$ cat src/rtl/pool_window2x2_if.sv
`default_nettype none
// ------------------------------------------------------------------
// pool_window2x2_if : pixel stream in, 2x2 window strobe out
// Rev 1.0
// ------------------------------------------------------------------
interface pool_window2x2_if #(
  parameter int WIDTH = 9
);
  logic                    in_valid;
  logic                    in_sof;
  logic signed [WIDTH-1:0] in_data;
  logic                    win_valid;
  logic                    win_last;
  logic signed [WIDTH-1:0] a00;
  logic signed [WIDTH-1:0] a01;
  logic signed [WIDTH-1:0] a10;
  logic signed [WIDTH-1:0] a11;

  modport master (
    output in_valid, in_sof, in_data,
    input  win_valid, win_last, a00, a01, a10, a11
  );

  modport slave (
    input  in_valid, in_sof, in_data,
    output win_valid, win_last, a00, a01, a10, a11
  );
endinterface
`default_nettype wire

$ cat src/rtl/pool_window2x2.sv
`default_nettype none
// ------------------------------------------------------------------
// pool_window2x2 : raster-stream 2x2 stride-2 window former
// Rev 1.0
// ------------------------------------------------------------------
module pool_window2x2 #(
  parameter int WIDTH = 9,
  parameter int IMG_W = 24,
  parameter int IMG_H = 24
) (
  input  logic             clk,
  input  logic             rst_n,
  pool_window2x2_if.slave  bus
);

  localparam int CW = $clog2(IMG_W);
  localparam int RW = $clog2(IMG_H);

  logic [CW-1:0]           col_q, col_d, pos_col, col_prev;
  logic [RW-1:0]           row_q, row_d, pos_row;
  logic                    last_col, last_row;
  logic signed [WIDTH-1:0] hold_q, hold_d;
  logic signed [WIDTH-1:0] a00_q, a00_d, a01_q, a01_d;
  logic signed [WIDTH-1:0] a10_q, a10_d, a11_q, a11_d;
  logic                    win_valid_q, win_valid_d;
  logic                    win_last_q, win_last_d;
  logic                    lb_we;
  logic signed [WIDTH-1:0] lb_mem [IMG_W];

  always_comb begin
    // SOF overrides the counters so a stray frame start realigns at once
    pos_col     = bus.in_sof ? '0 : col_q;
    pos_row     = bus.in_sof ? '0 : row_q;
    col_prev    = pos_col - CW'(1);
    last_col    = (pos_col == CW'(IMG_W - 1));
    last_row    = (pos_row == RW'(IMG_H - 1));
    col_d       = col_q;
    row_d       = row_q;
    hold_d      = hold_q;
    a00_d       = a00_q;
    a01_d       = a01_q;
    a10_d       = a10_q;
    a11_d       = a11_q;
    win_valid_d = 1'b0;
    win_last_d  = 1'b0;
    lb_we       = 1'b0;
    if (bus.in_valid) begin
      col_d = last_col ? '0 : pos_col + CW'(1);
      row_d = pos_row;
      if (last_col) begin
        row_d = last_row ? '0 : pos_row + RW'(1);
      end
      if (!pos_row[0]) begin
        lb_we = 1'b1;
      end else if (!pos_col[0]) begin
        hold_d = bus.in_data;
      end else begin
        a00_d       = lb_mem[col_prev];
        a01_d       = lb_mem[pos_col];
        a10_d       = hold_q;
        a11_d       = bus.in_data;
        win_valid_d = 1'b1;
        win_last_d  = last_row && last_col;
      end
    end
  end

  // Line buffer is written before it is read within a frame, so no reset
  always_ff @(posedge clk) begin
    if (lb_we) begin
      lb_mem[pos_col] <= bus.in_data;
    end
  end

  always_ff @(posedge clk or negedge rst_n) begin
    if (!rst_n) begin
      col_q       <= '0;
      row_q       <= '0;
      hold_q      <= '0;
      a00_q       <= '0;
      a01_q       <= '0;
      a10_q       <= '0;
      a11_q       <= '0;
      win_valid_q <= 1'b0;
      win_last_q  <= 1'b0;
    end else begin
      col_q       <= col_d;
      row_q       <= row_d;
      hold_q      <= hold_d;
      a00_q       <= a00_d;
      a01_q       <= a01_d;
      a10_q       <= a10_d;
      a11_q       <= a11_d;
      win_valid_q <= win_valid_d;
      win_last_q  <= win_last_d;
    end
  end

  assign bus.win_valid = win_valid_q;
  assign bus.win_last  = win_last_q;
  assign bus.a00       = a00_q;
  assign bus.a01       = a01_q;
  assign bus.a10       = a10_q;
  assign bus.a11       = a11_q;

endmodule
`default_nettype wire

$ cat src/flat_wrapper.sv
// flat-port wrapper written by rule: the top's interface ports become plain ports
module pool_window2x2_flat 
#(
  parameter int WIDTH = 9,
  parameter int IMG_W = 24,
  parameter int IMG_H = 24
)
  (clk, rst_n, bus_in_valid, bus_in_sof, bus_in_data, bus_win_valid, bus_win_last, bus_a00, bus_a01, bus_a10, bus_a11);
  pool_window2x2_if #(.WIDTH(WIDTH)) bus_i ();
  input  logic clk;
  input  logic rst_n;
  input wire logic [$bits(bus_i.in_valid)-1:0] bus_in_valid;
  input wire logic [$bits(bus_i.in_sof)-1:0] bus_in_sof;
  input wire logic [$bits(bus_i.in_data)-1:0] bus_in_data;
  output wire logic [$bits(bus_i.win_valid)-1:0] bus_win_valid;
  output wire logic [$bits(bus_i.win_last)-1:0] bus_win_last;
  output wire logic [$bits(bus_i.a00)-1:0] bus_a00;
  output wire logic [$bits(bus_i.a01)-1:0] bus_a01;
  output wire logic [$bits(bus_i.a10)-1:0] bus_a10;
  output wire logic [$bits(bus_i.a11)-1:0] bus_a11;
  assign bus_i.in_valid = bus_in_valid;
  assign bus_i.in_sof = bus_in_sof;
  assign bus_i.in_data = bus_in_data;
  assign bus_win_valid = bus_i.win_valid;
  assign bus_win_last = bus_i.win_last;
  assign bus_a00 = bus_i.a00;
  assign bus_a01 = bus_i.a01;
  assign bus_a10 = bus_i.a10;
  assign bus_a11 = bus_i.a11;
  pool_window2x2 #(.WIDTH(WIDTH), .IMG_W(IMG_W), .IMG_H(IMG_H)) u_core (.clk(clk), .rst_n(rst_n), .bus(bus_i));
endmodule
$ cat config.mk
export PLATFORM = sky130hd
export DESIGN_NAME = pool_window2x2_flat
export DESIGN_NICKNAME = d
export VERILOG_FILES = /design/src/rtl/pool_window2x2_if.sv /design/src/rtl/pool_window2x2.sv /design/src/flat_wrapper.sv
export SDC_FILE = /design/constraint.sdc
export NUM_CORES = 1
export LEC_CHECK = 0
export BUFFER_PORTS_ARGS = -buffer_cell sky130_fd_sc_hd__buf_2
export CAP_MARGIN = 0
export CORE_UTILIZATION = 62
export CTS_CLUSTER_DIAMETER = 100
export DETAILED_ROUTE_END_ITERATION = 12
export MAX_ROUTING_LAYER = met4
export PLACE_DENSITY = 0.8
export SLEW_MARGIN = 5
export SYNTH_ARGS = -nofsm -noshare
export SYNTH_HDL_FRONTEND = slang
export SYNTH_SLANG_ARGS = --single-unit
$ cat constraint.sdc
create_clock -name clk -period 4.4 [get_ports clk]
set_input_delay 1.32 -clock clk [delete_from_list [all_inputs] [get_ports clk]]
set_output_delay 1.32 -clock clk [all_outputs]
set_load 0.02 [all_outputs]
Yosys cells after proc, flatten, opt, wreduce, memory -nomap -nowiden
Memories as Yosys holds them, arrays and structs flattened. A register that Yosys moved wholly into a read port is not among the register bits.
Index checks and enable logic that the tools add are counted.
{"block": "word_totals", "wordCells": 34, "reg_bits": 39, "output_inout_bits": 38, "memories": 1, "mem_bits_rw": 216, "inputBits": 13}
{"block": "classes", "bitwise": 1, "n_reduce_logical": 5, "eq_ne": 2, "n_addsub": 3, "muxes": 15}
{"memory": "u_core.lb_mem", "words": 24, "word_bits": 9, "read_ports": 2, "rd_clocked_by_memory_dff": 2, "write_ports": 1, "line": "pool_window2x2.sv:28", "rtl": "logic signed [WIDTH-1:0] lb_mem [IMG_W];"}
{"cell": "$mux 5", "count": 5}
{"cell": "$add 5x1->5 const B", "count": 2}
{"cell": "$eq 5x5->1 const B", "count": 2}
{"cell": "$mux 1", "count": 10}
{"cell": "$reduce_and 3->1", "count": 2}
{"cell": "$sub 5x1->5 const B", "count": 1}
{"cell": "$logic_not 1->1", "count": 2}
{"cell": "$logic_and 1x1->1", "count": 1}
{"cell": "$not 1->1", "count": 1}

Longest topological paths before layout
Gate-level depths: netlist of run 1.
{"block": "logic_depth", "ltp_word": 6, "mapped_depth": 14, "depth_no_buf": 10}

Least setup slack after synthesis of run 1
Ideal clock, no wire load.
{"block": "synth_timing", "kind": "input port to flip-flop", "startpoint": "in bus_in_sof", "endpoint": "mem u_core.lb_mem[8][0], enable pin", "path_stages": 12, "required_ns": 4.013, "arrival_time_ns": 3.706, "slack_ns": 0.307, "setup_ns": 0.387, "path_buffers": 7, "path_cell_list": "nor2b_2 > buf_6 > inv_2 > buf_2 > buf_2 > ha_1 > buf_2 > buf_2 > buf_2 > buf_2 > nand3_1 > nor3_1"}
{"block": "synth_between", "elab_chain_len": 5, "elab_cells_between_ends": 6, "classes_between": "6 x mux"}
{"item": "from (decl)", "line": "flat_wrapper.sv:13", "rtl": "input wire logic [$bits(bus_i.in_sof)-1:0] bus_in_sof;"}
{"item": "$mux 5", "line": "pool_window2x2.sv:33", "rtl": "pos_row = bus.in_sof ? '0 : row_q;"}
{"item": "$mux 1", "line": "pool_window2x2.sv:53", "rtl": "if (!pos_row[0]) begin"}
{"item": "$mux 1", "line": "pool_window2x2.sv:47", "rtl": "if (bus.in_valid) begin"}
{"item": "$mux 1", "line": "pool_window2x2.sv:70", "rtl": "if (lb_we) begin"}
{"item": "$mux 1 (not written as such)", "line": "pool_window2x2.sv:71", "rtl": "lb_mem[pos_col] <= bus.in_data;"}
{"item": "to (decl)", "line": "pool_window2x2.sv:28"}
Parallel ways exist; a longest one is shown, timed or not.

Worst setup path in the final report of run 1
{"block": "layout_timing", "startpoint": "in bus_in_sof", "endpoint": "reg u_core.a00_q[7] (netlist: u_core.bus.a00[7]), read port of u_core.lb_mem"}
{"block": "layout_between", "elab_chain_len": 2, "elab_cells_between_ends": 4, "classes_between": "1 x add/sub; 2 x mux; 1 x reduce/logical"}
{"item": "$mux 5 (on tied branches)", "line": "pool_window2x2.sv:32, pool_window2x2.sv:33"}
{"item": "$sub 5x1->5 / $reduce_and 3->1 (equally long branches)"}
{"item": "to (decl)", "line": "pool_window2x2.sv:23", "rtl": "logic signed [WIDTH-1:0] a00_q, a00_d, a01_q, a01_d;"}
Parallel ways exist; a longest one is shown, timed or not.
A chain may end at the register's enable or synchronous reset.

==> results.md, run 1 <==
* Status: finished clean
* CTS tree: yes
* Clock-pin slew on the worst setup and hold paths at around 0.06 ns
* Leak Pwr at 5.09 nW
* Fin crit share at 0.851
* Max cap viols at 0
* CTS Sinks at 273
* RD Place Congestion at around 1.1
* R2r setup slk at 0.74 ns
* Critical Path End Type: flip-flop
* Peak Freq at 267 MHz
* Crit path required time at 4.88 ns
* DR vias at 9910
* Synth Area in XOR/XNOR at 0.00262
* Skew final at 0.0114 ns
* Reg-to-Reg Start: u_core.col_q[1]
* EDFF count, synth at about 220
* Hold Path Stages at 1
* Nets at roughly 1100
* Vias in the first global route at 9612
* Final Cell Area at 0.0144 mm²
* Worst min-delay path startpoint: u_core.bus.a10[1]
* Avg Inst Size Synth at 12.4 µm²
* Fraction of layout instances using a drive strength above 1 at 0.194
* Initial antenna violation count at 1
* # setup viols final at 0
* DRC at 0
* Compound-Gate Fraction of Synth Area at 0.149
* HP Class: flip-flop to flip-flop
* Sequential cell area at 0.00792 mm²
* Fillers at 1348
* Largest buffer count on any clock path at 3
* Vias per Instance at 7.17
* Peak VDD IR at 0.351 mV
* Die Height at 146 µm
* Num CTS Buffers at 28
* Cts repair resizes at 0
* Max-slew violation count at 0
* Critical Path Source Type: primary input
* Ranking of synthesized cells by area: edfxtp_1 (50%), dfrtp_1 (11%), mux2_2 (3.7%), nor2_1 (2.9%), mux2i_1 (2.2%)
* Mapped cell area at 0.0129 mm²
* Post-synthesis mux area share at 0.0722
* Hold buffers post-CTS at 0
* Cells on worst reg2reg path at 11
* Latest clock arrival within the worst-skew pair at 0.55 ns
* Rows at 52
* Main combinational cell family by area after synthesis: compound AO/OA/AOI/OAI gates
* Slew HR at 0.189
* Synth Net Count at between 1000 and 1500
* DR pass1 iterations at 6
* Multi-input logic area at 0.00451 mm²
* Final Util at 0.712
* I/O pin count at 51
* Fin crit period at approximately 3.7 ns
* Critical R2R Capture: u_core.bus.a00[7]
* Port bufs at 50
* Setup TNS at 0 ns
* Fraction of registers with async set/reset at 0.209
* Fin. Hold Viols at 0
* Post-placement cell count at about 1300
* Post-CTS setup buffer count at 0
* Commonest cells in the netlist: edfxtp_1 (216), nor2_1 (101), dfrtp_1 (57)
* Synth Register Bits at 273
* Area of placed instances at 0.0135 mm²
* GRT overflow at 0
* Largest net degree at the start of global routing at between 90 and 100
* Iter 0 DRT Violations at about 1700
* CP max FO at 22
* DPL Wire Length at 24800 µm
* First-pass GRT wire length at 59000 µm
* WL final at 39000 µm
* WP data arrival at 4.22 ns
* Full die area at 0.0214 mm²
* All-Layer GR Usage at 0.383
* Synth top area share at 0.502
* Area Overhead vs Synth at 11.9%
* Count leader, synth: edfxtp_1
* Tightest Pin Transition at 1.20 ns
* Die extent in x at 146 µm
* Post-route ant nets at 0
* Avg WL per Cell at around 28 µm
* Ys Warns at 0
* Starting Density at 0.636
* Final cell count without fillers at 1383
* Core area at ~0.020 mm²
* Pwr dens at 516 mW/mm²
* Gate Count Post-Synth at between 1000 and 1500
* Total Power at 0.00746 W
* Post-synthesis sequential area ratio at 0.613
* Biggest area consumer among synthesized cells: edfxtp_1
* Unique cell type count in the Yosys netlist at 65
* RSZ-0062 raised after global routing: false
* Critical path class: primary input to flip-flop
* H-Tree Depth at 1
* Main synth FF type: edfxtp_1
* Hold EP: u_core.bus.a10[1]
* Adder-cell share of the synthesized area at 0.00194
* CTS Root Cell: clkbuf_16
* Simple-Gate Fraction of Synth Area at 0.122
-- area by class of cell --
cell class                      instances  share of cell area
Sequential cell                       273               0.548
Multi-Input combinational cell        662               0.312
Clock buffer                           41              0.0598
Timing Repair Buffer                  104              0.0462
Tap cell                              270              0.0234
Inverter                               22             0.00572
Clock inverter                         10             0.00442
Antenna cell                            1            0.000173
-- worst max-delay path, stage by stage --
cell	delay (ns)
buf_2	0.15
nor2_1	0.18
inv_2	0.14
ha_4	0.25
buf_4	0.24
o21ai_2	0.16
buf_4	0.24
nor2_1	0.06
o311ai_0	1.01
o211ai_1	0.21
a31oi_1	0.22
-- routing by layer --
| metal | track usage | routed length [µm] | vias to the layer above |
|---|---|---|---|
| met3 | 0.0856 | 4850 | 168 |
| li1 | - | - | 4156 |
| met2 | 0.563 | 17900 | 814 |
| met1 | 0.505 | 14200 | 4772 |
| met5 | - | 0 | - |
| met4 | 0.192 | 2140 | 0 |
-- cell families (layout without fill, tap and decap cells) --
| kind of cell | Yosys count | count (layout) |
|---|---|---|
| AO/OA/AOI/OAI | 270 | 270 |
| XOR/XNOR | 3 | 3 |
| adder cells (fa/ha/maj) | 2 | 2 |
| buffers and inverters | 110 | 177 |
| flip-flops | 273 | 273 |
| multiplexers | 79 | 79 |
| other | 0 | 1 |
| AND/OR/NAND/NOR | 308 | 308 |
-- power by group --
group          switching, W  internal (W)  leakage [nW]
clock              0.000996       0.00136         0.465
sequential         0.000180       0.00304          2.66
combinational       0.00123      0.000649          1.97
total               0.00241       0.00505          5.09
-- metrics by stage --
step	setup slack (ns)	hold WS [ns]
3_3_place_gp	0.297	0.483
3_5_place_dp	0.325	0.491
6_report	0.657	0.503
5_1_grt	0.593	0.508
4_1_cts	0.863	0.502
2_1_floorplan	0.307	0.475
-- cells in the final DEF, fill, tap and decap left out, drive strengths merged, types with 8 or more instances in the layout --
cell type / Yosys / final
edfxtp: 216 / 216
buf: 63 / 104
nor2: 102 / 102
dfrtp: 57 / 57
a21oi: 53 / 53
nand2: 47 / 47
mux2: 43 / 43
clkbuf: 25 / 41
o21ai: 32 / 32
a211oi: 30 / 30
mux2i: 29 / 29
nand3b: 28 / 28
a221oi: 28 / 28
o221ai: 27 / 27
nand2b: 24 / 24
inv: 22 / 24
or3: 23 / 23
nor2b: 21 / 21
nor3: 21 / 21
o22ai: 17 / 17
and3: 15 / 15
o211ai: 14 / 14
a31oi: 13 / 13
nand3: 9 / 9
clkinv: 0 / 8
-- registers in the layout (all words and copies together), names as in the netlist --
| register | cells |
|---|---|
| u_core.bus.a00 | 9 |
| u_core.bus.a01 | 9 |
| u_core.bus.a10 | 9 |
| u_core.bus.a11 | 9 |
| u_core.bus.win_last | 1 |
| u_core.bus.win_valid | 1 |
| u_core.col_q | 5 |
| u_core.hold_q | 9 |
| u_core.lb_mem | 216 |
| u_core.row_q | 5 |
-- how the worst max path moves through the flow --
stage | slack (ns) | start | end
floorplan | 0.31 | bus_in_sof | u_core.lb_mem[8][0]
global placement | 0.30 | bus_in_sof | u_core.bus.a00[7]
detailed placement | 0.33 | bus_in_sof | u_core.bus.a00[7]
CTS | 0.86 | bus_in_sof | u_core.bus.a00[7]
global route | 0.59 | bus_in_sof | u_core.bus.a00[7]
finish | 0.66 | bus_in_sof | u_core.bus.a00[7]
Note: power is estimated with default switching activity, not from simulation.
==> run 2: changes to the inputs <==
--- a/config.mk
+++ b/config.mk
@@ -8,6 +8,7 @@
 export BUFFER_PORTS_ARGS = -buffer_cell sky130_fd_sc_hd__buf_2
 export CAP_MARGIN = 0
 export CORE_UTILIZATION = 62
+export CTS_BUF_LIST = sky130_fd_sc_hd__clkbuf_16
 export CTS_CLUSTER_DIAMETER = 100
 export DETAILED_ROUTE_END_ITERATION = 12
 export MAX_ROUTING_LAYER = met4
==> run 2 against run 1 <==
Sequential power hardly changed; register-to-register slack hardly changed; combinational power hardly changed; clock skew is 0.00073 ns higher; setup slack worse by 0.0072 ns; first-iteration DRC count is 2.0% lower; power is 1.3% lower; die area stayed put; global-route usage hardly changed; count of clock-buffer cells in the layout is 10 lower; highest routed layer unchanged.
==> results.md, run 2 (synthesis results as in run 1) <==
* Status: finished clean
* RSZ-0062 raised after global routing: false
* CP max FO at 22
* Latest clock arrival within the worst-skew pair at 0.56 ns
* Leak Pwr at 5.09 nW
* Initial antenna violation count at 1
* Final Util at 0.709
* Hold buffers post-CTS at 0
* All-Layer GR Usage at 0.383
* DPL Wire Length at around 25000 µm
* Fillers at 1362
* Reg-to-Reg Start: u_core.col_q[1]
* Slew HR at 0.175
* Most frequent cells in the layout: edfxtp_1 (216), nor2_1 (101), dfrtp_1 (55)
* Commonest non-fill, non-tap cell in the layout: edfxtp_1
* DR pass1 iterations at 6
* Max-slew violation count at 0
* Cts repair resizes at 0
* Hold Path Stages at 1
* CTS tree: yes
* Sequential cell area at 0.00792 mm²
* Avg WL per Cell at about 28 µm
* Fin crit share at 0.852
* Fin. Hold Viols at 0
* Int Pwr at 0.00495 W
* Skew final at 0.0121 ns
* H-Tree Depth at 1
* Seq pwr share at 0.437
* HP Class: flip-flop to flip-flop
* Critical path class: primary input to flip-flop
* Setup TNS at 0 ns
* Largest Register: u_core.lb_mem
* Clk network pwr share at 0.307
* Pwr dens at 511 mW/mm²
* Fraction of layout instances using a drive strength above 1 at 0.192
* Rows at 52
* Num CTS Buffers at 28
* Post-route ant nets at 0
* Critical Path Source Type: primary input
* DR vias at 9924
* Area Overhead vs Synth at 11.5%
* Combinational share of power at 0.256
* Critical R2R Capture: u_core.bus.a00[7]
* Die Height at about 150 µm
* Die extent in x at 146 µm
* Nets at 1106
* WL final at 38900 µm
* Vias per Instance at 7.18
* Iter 0 DRT Violations at 1634
* Full die area at 0.0214 mm²
* Fin crit period at 3.75 ns
* First-pass GRT wire length at 58900 µm
* # setup viols final at 0
* Clock-pin slew on the worst setup and hold paths at about 0.06 ns
* RD Place Congestion at approximately 1.1
* Crit path required time at around 4.9 ns
* Post-CTS setup buffer count at 0
* Multi-input logic area at 0.00451 mm²
* Crit path from: bus_in_sof
* Max cap viols at 0
* Max reg flops at between 200 and 250
* R2r setup slk at 0.73 ns
* Peak VDD IR at roughly 0.35 mV
* Port bufs at 50
* Core area at 0.0203 mm²
* Hold EP: u_core.bus.a10[1]
* DRC at 0
* NetSw at between 0.002 and 0.0025 W
* WP data arrival at 4.23 ns
* Worst min-delay path startpoint: u_core.bus.a10[1]
* Peak Freq at 267 MHz
* Starting Density at 0.636
* Critical Path End Type: flip-flop
* Largest net degree at the start of global routing at 96
* Vias in the first global route at ~9600
* I/O pin count at between 50 and 60
* Cells on worst reg2reg path at 11
* Largest buffer count on any clock path at 3
* Tightest Pin Transition at 1.22 ns
* Switching Share at 0.327
* CTS Root Cell: clkbuf_16
* GRT overflow at 0
* CTS Sinks at 273
==> run 2: final cells by class <==
cell class / count / share of cell area
flip-flops and latches: 273 / 0.550
multi-input cells: 662 / 0.313
clock buffers: 31 / 0.0539
well taps: 270 / 0.0235
clock inverters: 20 / 0.00704
inverters: 22 / 0.00574
repair buffers: 104 / 0.0464
diodes: 1 / 0.000174
==> run 2: routing by layer <==
layer  vias to the layer above  track usage  share of wire
met1                      4778        0.501           0.37
li1                       4155            -              -
met4                         0        0.188          0.055
met2                       825        0.564           0.45
met3                       166       0.0916           0.13
met5                         -            -              0
==> run 2: stage by stage <==
stage | std cells | hold slack, ns | total power (W) | cell area (µm²) | worst slack [ns]
CTS | 1382 | 0.502 | 0.00731 | 14400 | 0.865
finish | 1383 | 0.502 | 0.00736 | 14400 | 0.650
global route | 1383 | 0.508 | 0.00757 | 14400 | 0.582
detailed placement | 1331 | 0.491 | 0.00509 | 13500 | 0.325
global placement | 1331 | 0.483 | 0.00503 | 13500 | 0.297
floorplan | 1045 | 0.475 | 0.00441 | 12900 | 0.307
==> run 2: worst max-delay path: stages <==
cell and delay, ns:
buf_2 0.15, nor2_1 0.19, inv_2 0.13, ha_4 0.25, buf_4 0.25, o21ai_2 0.16, buf_4 0.25, nor2_1 0.06
o311ai_0 1.03, o211ai_1 0.21, a31oi_1 0.22
==> run 2: power by group through the flow <==
stage	logic, W	registers [W]	clock network, W
2_1_floorplan	0.00100	0.00341	0
3_3_place_gp	0.00178	0.00325	0
3_5_place_dp	0.00182	0.00327	0
4_1_cts	0.00183	0.00322	0.00227
5_1_grt	0.00198	0.00324	0.00235
6_report	0.00188	0.00322	0.00226
==> run 2: worst max path at each step <==
| stage | end | slack [ns] | depth (start not counted) |
|---|---|---|---|
| after detailed placement | u_core.bus.a00[7] | 0.33 | 11 |
| after global placement | u_core.bus.a00[7] | 0.30 | 11 |
| after floorplan | u_core.lb_mem[8][0] | 0.31 | 12 |
| after CTS | u_core.bus.a00[7] | 0.87 | 11 |
| after global routing | u_core.bus.a00[7] | 0.58 | 11 |
| final | u_core.bus.a00[7] | 0.65 | 11 |
